### src/rtl/imem_loader_pkg.sv
// Shared types and constants for the boot-time instruction memory loader.
package imem_loader_pkg;

    typedef enum logic [2:0] {
        IDLE   = 3'd0,
        LEN_LO = 3'd1,
        LEN_HI = 3'd2,
        DATA   = 3'd3,
        CSUM   = 3'd4,
        DONE   = 3'd5
    } state_t;

    typedef enum logic [1:0] {
        ERR_NONE     = 2'd0,
        ERR_LENGTH   = 2'd1,
        ERR_TIMEOUT  = 2'd2,
        ERR_CHECKSUM = 2'd3
    } err_t;

    localparam logic [31:0] NOP       = 32'h0000_0013;
    localparam int          LEN_BYTES = 2;
    localparam int          LEN_W     = 8 * LEN_BYTES;

    function automatic logic [31:0] word_byte_addr(input logic [31:0] idx);
        return {idx[29:0], 2'b00};
    endfunction

endpackage

### src/rtl/imem_loader_if.sv
// Byte-stream input channel plus instruction memory write port of the loader.
interface imem_loader_if;
    logic [7:0]  rx_data;
    logic        rx_valid;
    logic        rx_ready;
    logic        mem_we;
    logic [31:0] mem_addr;
    logic [31:0] mem_wdata;

    modport master (
        output rx_data, rx_valid,
        input  rx_ready, mem_we, mem_addr, mem_wdata
    );

    modport slave (
        input  rx_data, rx_valid,
        output rx_ready, mem_we, mem_addr, mem_wdata
    );
endinterface

### src/rtl/imem_word_packer.sv
// Collects four bytes little-endian into a 32-bit word; word_valid_o fires
// combinationally with the fourth byte so the write can be registered next edge.
module imem_word_packer (
    input  logic        clk,
    input  logic        rst_n,
    input  logic        clear_i,
    input  logic        byte_valid_i,
    input  logic [7:0]  byte_i,
    output logic        word_valid_o,
    output logic [31:0] word_o
);
    logic [1:0]  lane_q;
    logic [23:0] buf_q;

    always_ff @(posedge clk or negedge rst_n) begin
        if (!rst_n) begin
            lane_q <= 2'd0;
            buf_q  <= 24'd0;
        end else if (clear_i) begin
            lane_q <= 2'd0;
            buf_q  <= 24'd0;
        end else if (byte_valid_i) begin
            lane_q <= lane_q + 2'd1;
            // Shifting right places byte k at bits [8k+7:8k] once three bytes are in.
            buf_q  <= {byte_i, buf_q[23:8]};
        end
    end

    assign word_valid_o = byte_valid_i && (lane_q == 2'd3);
    assign word_o       = {byte_i, buf_q};
endmodule

### src/rtl/imem_loader.sv
// Boot loader: LEN_LO, LEN_HI, 4N payload bytes -> consecutive imem word writes.
// Define IMEM_LOADER_CHECKSUM_EN to require a trailing mod-256 payload checksum byte.
module imem_loader
    import imem_loader_pkg::*;
#(
    parameter int  MEM_SIZE       = 128,
    parameter int  TIMEOUT_CYCLES = 65535,
    parameter bit  HOLD_AT_RESET  = 1'b1,
    localparam int ADDR_WIDTH     = $clog2(MEM_SIZE)
) (
    input  logic                clk,
    input  logic                rst_n,
    input  logic                start_i,
    imem_loader_if.slave        bus,
    output logic                cpu_hold_o,
    output logic                busy_o,
    output logic                done_o,
    output logic [1:0]          err_code_o,
    output logic [ADDR_WIDTH:0] words_loaded_o
);
    localparam int              CNT_W      = $clog2(TIMEOUT_CYCLES + 1);
    localparam logic [CNT_W-1:0] IDLE_LIMIT = CNT_W'(TIMEOUT_CYCLES - 1);

    state_t              state_q;
    err_t                err_q;
    logic                active_q;
    logic                mem_we_q;
    logic                done_q;
    logic                cpu_hold_q;
    logic [31:0]         mem_addr_q;
    logic [31:0]         mem_wdata_q;
    logic [ADDR_WIDTH:0] words_q;
    logic [LEN_W-1:0]    len_q;
    logic [CNT_W-1:0]    idle_q;
`ifdef IMEM_LOADER_CHECKSUM_EN
    logic [7:0]          csum_q;
`endif

    logic             accept;
    logic             start_ok;
    logic             word_valid;
    logic [31:0]      word;
    logic             last_word;
    logic             timed_out;
    logic [LEN_W-1:0] len_rx;

    // active_q is the single registered source of rx_ready/busy, so readiness never sees rx_valid.
    assign accept    = bus.rx_valid && active_q;
    assign start_ok  = (state_q == IDLE) && start_i;
    assign len_rx    = {bus.rx_data, len_q[7:0]};
    assign last_word = (LEN_W'(words_q) + LEN_W'(1)) == len_q;
    assign timed_out = active_q && !accept && (idle_q == IDLE_LIMIT);

    imem_word_packer u_packer (
        .clk          (clk),
        .rst_n        (rst_n),
        .clear_i      (start_ok),
        .byte_valid_i (accept && (state_q == DATA)),
        .byte_i       (bus.rx_data),
        .word_valid_o (word_valid),
        .word_o       (word)
    );

    always_ff @(posedge clk or negedge rst_n) begin
        if (!rst_n) begin
            state_q     <= IDLE;
            err_q       <= ERR_NONE;
            active_q    <= 1'b0;
            mem_we_q    <= 1'b0;
            done_q      <= 1'b0;
            cpu_hold_q  <= HOLD_AT_RESET;
            mem_addr_q  <= 32'd0;
            mem_wdata_q <= 32'd0;
            words_q     <= '0;
            len_q       <= '0;
            idle_q      <= '0;
`ifdef IMEM_LOADER_CHECKSUM_EN
            csum_q      <= 8'd0;
`endif
        end else begin
            mem_we_q <= 1'b0;
            done_q   <= 1'b0;

            if (accept || start_ok) begin
                idle_q <= '0;
            end else if (active_q) begin
                idle_q <= idle_q + 1'b1;
            end

            if (timed_out) begin
                err_q    <= ERR_TIMEOUT;
                state_q  <= IDLE;
                active_q <= 1'b0;
            end else begin
                case (state_q)
                    IDLE: begin
                        if (start_i) begin
                            err_q      <= ERR_NONE;
                            words_q    <= '0;
                            cpu_hold_q <= 1'b1;
                            state_q    <= LEN_LO;
                            active_q   <= 1'b1;
`ifdef IMEM_LOADER_CHECKSUM_EN
                            csum_q     <= 8'd0;
`endif
                        end
                    end
                    LEN_LO: begin
                        if (accept) begin
                            len_q[7:0] <= bus.rx_data;
                            state_q    <= LEN_HI;
                        end
                    end
                    LEN_HI: begin
                        if (accept) begin
                            len_q <= len_rx;
                            if (len_rx == '0) begin
`ifdef IMEM_LOADER_CHECKSUM_EN
                                state_q  <= CSUM;
`else
                                state_q  <= DONE;
                                done_q   <= 1'b1;
                                active_q <= 1'b0;
`endif
                            end else if (len_rx > LEN_W'(MEM_SIZE)) begin
                                err_q    <= ERR_LENGTH;
                                state_q  <= IDLE;
                                active_q <= 1'b0;
                            end else begin
                                state_q <= DATA;
                            end
                        end
                    end
                    DATA: begin
                        if (accept) begin
`ifdef IMEM_LOADER_CHECKSUM_EN
                            csum_q <= csum_q + bus.rx_data;
`endif
                            if (word_valid) begin
                                mem_we_q    <= 1'b1;
                                mem_addr_q  <= word_byte_addr(32'(words_q));
                                mem_wdata_q <= word;
                                words_q     <= words_q + 1'b1;
                                if (last_word) begin
`ifdef IMEM_LOADER_CHECKSUM_EN
                                    state_q  <= CSUM;
`else
                                    state_q  <= DONE;
                                    done_q   <= 1'b1;
                                    active_q <= 1'b0;
`endif
                                end
                            end
                        end
                    end
`ifdef IMEM_LOADER_CHECKSUM_EN
                    CSUM: begin
                        if (accept) begin
                            active_q <= 1'b0;
                            if (bus.rx_data == csum_q) begin
                                state_q <= DONE;
                                done_q  <= 1'b1;
                            end else begin
                                err_q   <= ERR_CHECKSUM;
                                state_q <= IDLE;
                            end
                        end
                    end
`endif
                    DONE: begin
                        cpu_hold_q <= 1'b0;
                        state_q    <= IDLE;
                    end
                    default: begin
                        state_q  <= IDLE;
                        active_q <= 1'b0;
                    end
                endcase
            end
        end
    end

    assign bus.rx_ready   = active_q;
    assign bus.mem_we     = mem_we_q;
    assign bus.mem_addr   = mem_addr_q;
    assign bus.mem_wdata  = mem_wdata_q;
    assign cpu_hold_o     = cpu_hold_q;
    assign busy_o         = active_q;
    assign done_o         = done_q;
    assign err_code_o     = err_q;
    assign words_loaded_o = words_q;
endmodule

### src/flat_wrapper.sv
// flat-port wrapper written by rule: the top's interface ports become plain ports
module imem_loader_flat import imem_loader_pkg::*;
#(
    parameter int  MEM_SIZE       = 128,
    parameter int  TIMEOUT_CYCLES = 65535,
    parameter bit  HOLD_AT_RESET  = 1'b1,
    localparam int ADDR_WIDTH     = $clog2(MEM_SIZE)
)
  (clk, rst_n, start_i, cpu_hold_o, busy_o, done_o, err_code_o, words_loaded_o, bus_rx_data, bus_rx_valid, bus_rx_ready, bus_mem_we, bus_mem_addr, bus_mem_wdata);
  imem_loader_if bus_i ();
  input  logic clk;
  input  logic rst_n;
  input  logic start_i;
  output logic cpu_hold_o;
  output logic busy_o;
  output logic done_o;
  output logic [1:0] err_code_o;
  output logic [ADDR_WIDTH:0] words_loaded_o;
  input wire logic [$bits(bus_i.rx_data)-1:0] bus_rx_data;
  input wire logic [$bits(bus_i.rx_valid)-1:0] bus_rx_valid;
  output wire logic [$bits(bus_i.rx_ready)-1:0] bus_rx_ready;
  output wire logic [$bits(bus_i.mem_we)-1:0] bus_mem_we;
  output wire logic [$bits(bus_i.mem_addr)-1:0] bus_mem_addr;
  output wire logic [$bits(bus_i.mem_wdata)-1:0] bus_mem_wdata;
  assign bus_i.rx_data = bus_rx_data;
  assign bus_i.rx_valid = bus_rx_valid;
  assign bus_rx_ready = bus_i.rx_ready;
  assign bus_mem_we = bus_i.mem_we;
  assign bus_mem_addr = bus_i.mem_addr;
  assign bus_mem_wdata = bus_i.mem_wdata;
  imem_loader #(.MEM_SIZE(MEM_SIZE), .TIMEOUT_CYCLES(TIMEOUT_CYCLES), .HOLD_AT_RESET(HOLD_AT_RESET)) u_core (.clk(clk), .rst_n(rst_n), .start_i(start_i), .bus(bus_i), .cpu_hold_o(cpu_hold_o), .busy_o(busy_o), .done_o(done_o), .err_code_o(err_code_o), .words_loaded_o(words_loaded_o));
endmodule
### config.mk
export PLATFORM = sky130hd
export DESIGN_NAME = imem_loader_flat
export DESIGN_NICKNAME = d
export VERILOG_FILES = /design/src/rtl/imem_loader_pkg.sv /design/src/rtl/imem_loader_if.sv /design/src/rtl/imem_word_packer.sv /design/src/rtl/imem_loader.sv /design/src/flat_wrapper.sv
export SDC_FILE = /design/constraint.sdc
export NUM_CORES = 1
export LEC_CHECK = 0
export CORE_MARGIN = 2
export CORE_UTILIZATION = 50
export CTS_BUF_LIST = sky130_fd_sc_hd__clkbuf_4
export DETAILED_ROUTE_END_ITERATION = 10
export PLACE_DENSITY = 0.85
export SLEW_MARGIN = 20
export SYNTH_ARGS = -nofsm -noshare
export SYNTH_HDL_FRONTEND = slang
export SYNTH_SLANG_ARGS = --single-unit
### constraint.sdc
create_clock -name clk -period 5.2 [get_ports clk]
set_clock_uncertainty 0.2 [all_clocks]
set_input_delay 0.52 -clock clk [delete_from_list [all_inputs] [get_ports clk]]
set_output_delay 0.52 -clock clk [all_outputs]
set_load 0.01 [all_outputs]
==> results by group <==
Routing
  – WL per Instance: 16.0 um
  – First-pass iteration count of the detailed router: 5
  – DRC viols: 0
  – Antenna Nets Post-Route: 0
  – Vias per cell: 5.61
  – Vias: 4107
  – First DRT Iteration DRCs: 308
  – WL final: 11.7 mm

Synth
  – Syn_area_per_cell: 10.6 sq um
  – Mapped Area: 5490 sq um
  – Simple-gate share of the synthesized area: 14.8%
  – Count of cell types in the netlist: 56
  – Ys Warns: 0
  – Synth async-reset ratio: 100%
  – Seq/Total Area, Yosys: 52.5%
  – Post-synth EDFFs: 0
  – Xor-xnor portion of the synthesized cell area: 3.03%
  – Post-synthesis mux area share: 11.3%
  – #FFs+latches synth: 115
  – Synth Area in Compound Gates: 11.0%
  – Top FF cell, synth: dfrtp_1
  – Main combinational cell family by area after synthesis: simple AND/OR/NAND/NOR gates
  – Adder-Cell Fraction of Synth Area: 0.912%
  – Cells after Synth: 520

Pwr
  – Peak VDD IR: 330 uV
  – Static Leak: 2.92 nW
  – Total Power: 2.43 mW
  – Pwr/cell area: 382 nW/um^2

Worst setup path
  – CP max stage delay: 680 ps
  – Slowest-stage cell, CP: dfrtp_1
  – CP arrival: 3520 ps
  – Critical Path RT: 5410 ps
  – CP Max Fanout: 44
  – Crit. End Element: flip-flop
  – Crit-path cells: nand3_1 -> nor2_2 -> buf_4 -> nand2_2 -> inv_1 -> mux2_2
  – WS Path Type: reg -> reg
  – Startpoint types: flip-flop

Final layout
  – Layout cells sized above 1: 17.2%
  – Ant diodes: 0
  – Fin cells: 732
  – NumNets Final: 596
  – Area growth, synth to finish: 16.1%
  – Fin area: 6370 sq um

Floorplanning
  – Chip width: 109 um
  – Die area: 11800 sq um
  – # rows: 38
  – Die H: 109 um
  – Core area: 10800 sq um
  – Initial Util: 50.8%
  – # IOs: 91

Timing
  – Setup tns final: 0 ps
  – Final setup vio count: 0
  – Fin crit period: 3310 ps
  – Top achievable clock speed: 302 MHz
  – RSZ-0062 raised after global routing: false
  – Worst slew margin: 34.4%
  – Tcrit/Tclk final: 63.7%
  – Hold Vio Cnt, Final: 0
  – Fin. max-slew vios: 0
  – Hold WS: 311 ps
  – Slew @ Worst Pin: 980 ps

Place
  – Placed insts: 700
  – Post-DP HPWL: 8.08 mm
  – Final Wtd Congestion: 0.846
  – I/O Buffers: 66
  – Placed inst area: 6120 sq um

Clock tree
  – CTS Sinks: 115
  – CTS root buffer: clkbuf_4
  – Clk buf depth: 2
  – H-tree Lvls: 4
  – Worst skew pair latency: 520 ps
  – CTS tree: built
  – Num CTS Buffers: 17
  – Worst-path clk slew: 100 ps

Global route
  – GRT Total Usage: 21.2%
  – Vias in the first global route: 3994
  – Pin count of the biggest net entering global routing: 74
  – First-pass GRT wire length: 19.6 mm
  – Grt ovf: 0
  – Initial antenna violation count: 0

Flow run
  – MaxCap Viol Count: 0

Worst hold path
  – Worst hold-check path type: reg -> reg

Outcome
  – Status: complete, no violations
==> per-layer routing <==
metal	GRT usage, %	share of wire (%)	up-vias
met1	27.6	43	2021
li1	-	-	1902
met3	5.20	5.2	21
met5	0	0	-
met2	34.1	50	163
met4	8.97	2.0	0
==> critical path: cells and delay by family, from the launching register on <==
kind                   cells  cell delay, ps
muxes                      1             390
DFF                        1             680
buffers and inverters      2             910
and+or+nand+nor            3            1020
==> worst paths after layout <==
check                                               from                              endpoint  slack [ps]  cells after the start
max in group asynchronous                          rst_n   u_core.bus.mem_wdata[9]$_DFFE_PN0P_        3260                      3
min reg2reg                u_core.idle_q[10]$_DFFE_PN0P_         u_core.idle_q[10]$_DFFE_PN0P_         310                      1
max reg2reg                u_core.state_q[0]$_DFFE_PN0P_   u_core.bus.mem_wdata[5]$_DFFE_PN0P_        1890                      6
min in group asynchronous                          rst_n  u_core.words_loaded_o[3]$_DFFE_PN0P_         470                      2
max                        u_core.state_q[0]$_DFFE_PN0P_   u_core.bus.mem_wdata[5]$_DFFE_PN0P_        1890                      6
min                        u_core.idle_q[10]$_DFFE_PN0P_         u_core.idle_q[10]$_DFFE_PN0P_         310                      1
==> power by group <==
group / switching [mW] / internal, mW / total, mW / leakage (nW)
Sequential: 0.132 / 1.06 / 1.19 / 1.50
Clock: 0.330 / 0.237 / 0.567 / 0.126
Combinational: 0.282 / 0.389 / 0.672 / 1.29
==> area by class of cell <==
cell class | count | area (sq um)
Inverter | 8 | 30.0
Timing Repair Buffer | 70 | 691
Clock inverter | 12 | 92.6
Tap cell | 140 | 175
Fill cell | 872 | 4420
Sequential cell | 115 | 2880
Clock buffer | 19 | 143
Multi-Input combinational cell | 368 | 2360
==> cells in the mapped netlist, types with 2 or more instances <==
library cell  number  area (sq um)
dfrtp_1          114          2850
nand2_1           76           285
mux2_2            55           619
o21ai_0           35           175
a21oi_1           32           160
nor2_1            29           109
buf_4             27           203
clkbuf_1          14          52.6
nand3_1           13          65.1
xor2_1            12           105
inv_1              8          30.0
nand4_1            8          50.1
a31oi_1            7          43.8
and3_1             7          43.8
xnor2_1            7          61.3
buf_2              6          30.0
and4_1             4          35.0
ha_1               4          50.1
nor3_1             4          20.0
nor4_1             4          25.0
o31ai_1            4          30.0
a21o_1             3          22.5
and2_1             3          18.8
nand2b_1           3          18.8
a21o_2             2          17.5
a311o_1            2          20.0
buf_1              2          7.51
buf_6              2          22.5
nand3b_1           2          15.0
o211ai_1           2          15.0
o221ai_1           2          17.5
o41ai_1            2          17.5
or3_1              2          12.5
==> per-stage QoR <==
stage	worst slack, ps	utilization [%]
after CTS	1870	59.0
after detailed placement	1540	56.7
after global routing	1530	59.0
after floorplan	2860	-
after global placement	1610	56.7
final	1890	59.0
==> sequential cells by signal, summed over array words and instances (netlist names) <==
| register | cells |
|---|---|
| u_core.bus.mem_we | 1 |
| u_core.bus.rx_ready | 1 |
| u_core.words_loaded_o | 8 |
| u_core.bus.mem_addr | 8 |
| u_core.idle_q | 16 |
| u_core.done_o | 1 |
| u_core.u_packer.lane_q | 2 |
| u_core.len_q | 16 |
| u_core.state_q | 3 |
| u_core.u_packer.buf_q | 24 |
| u_core.bus.mem_wdata | 32 |
| u_core.cpu_hold_o | 1 |
| u_core.err_code_o | 2 |
==> placed cells by master, fill, tap and decap left out, types with 8 or more instances in the layout <==
cell,netlist,layout
nand3_1,13,13
a21oi_1,32,32
nor2_1,29,28
conb_1,1,24
inv_1,8,8
nand4_1,8,8
xor2_1,12,12
clkdlybuf4s50_1,0,65
mux2_2,55,55
dfrtp_1,114,114
nand2_1,76,75
o21ai_0,35,35
clkbuf_4,0,19
==> cells by family (layout without fill, tap and decap cells) <==
logic type | count (synthesis) | count (layout)
compound gates | 99 | 99
xor+xnor | 19 | 19
fa+ha+maj | 4 | 4
buf+inv | 60 | 109
flops | 115 | 115
mux | 55 | 55
other cells | 1 | 24
simple gates | 167 | 167
==> what timing repair did <==
action                                  4_1_cts  5_1_grt
hold endpoints to repair                     71        0
resized for setup                             0        0
buffers inserted                              0        0
endpoints found under the setup margin        0        0
hold buffers                                  1        0
No activity file was read; power rests on OpenSTA's default activity.
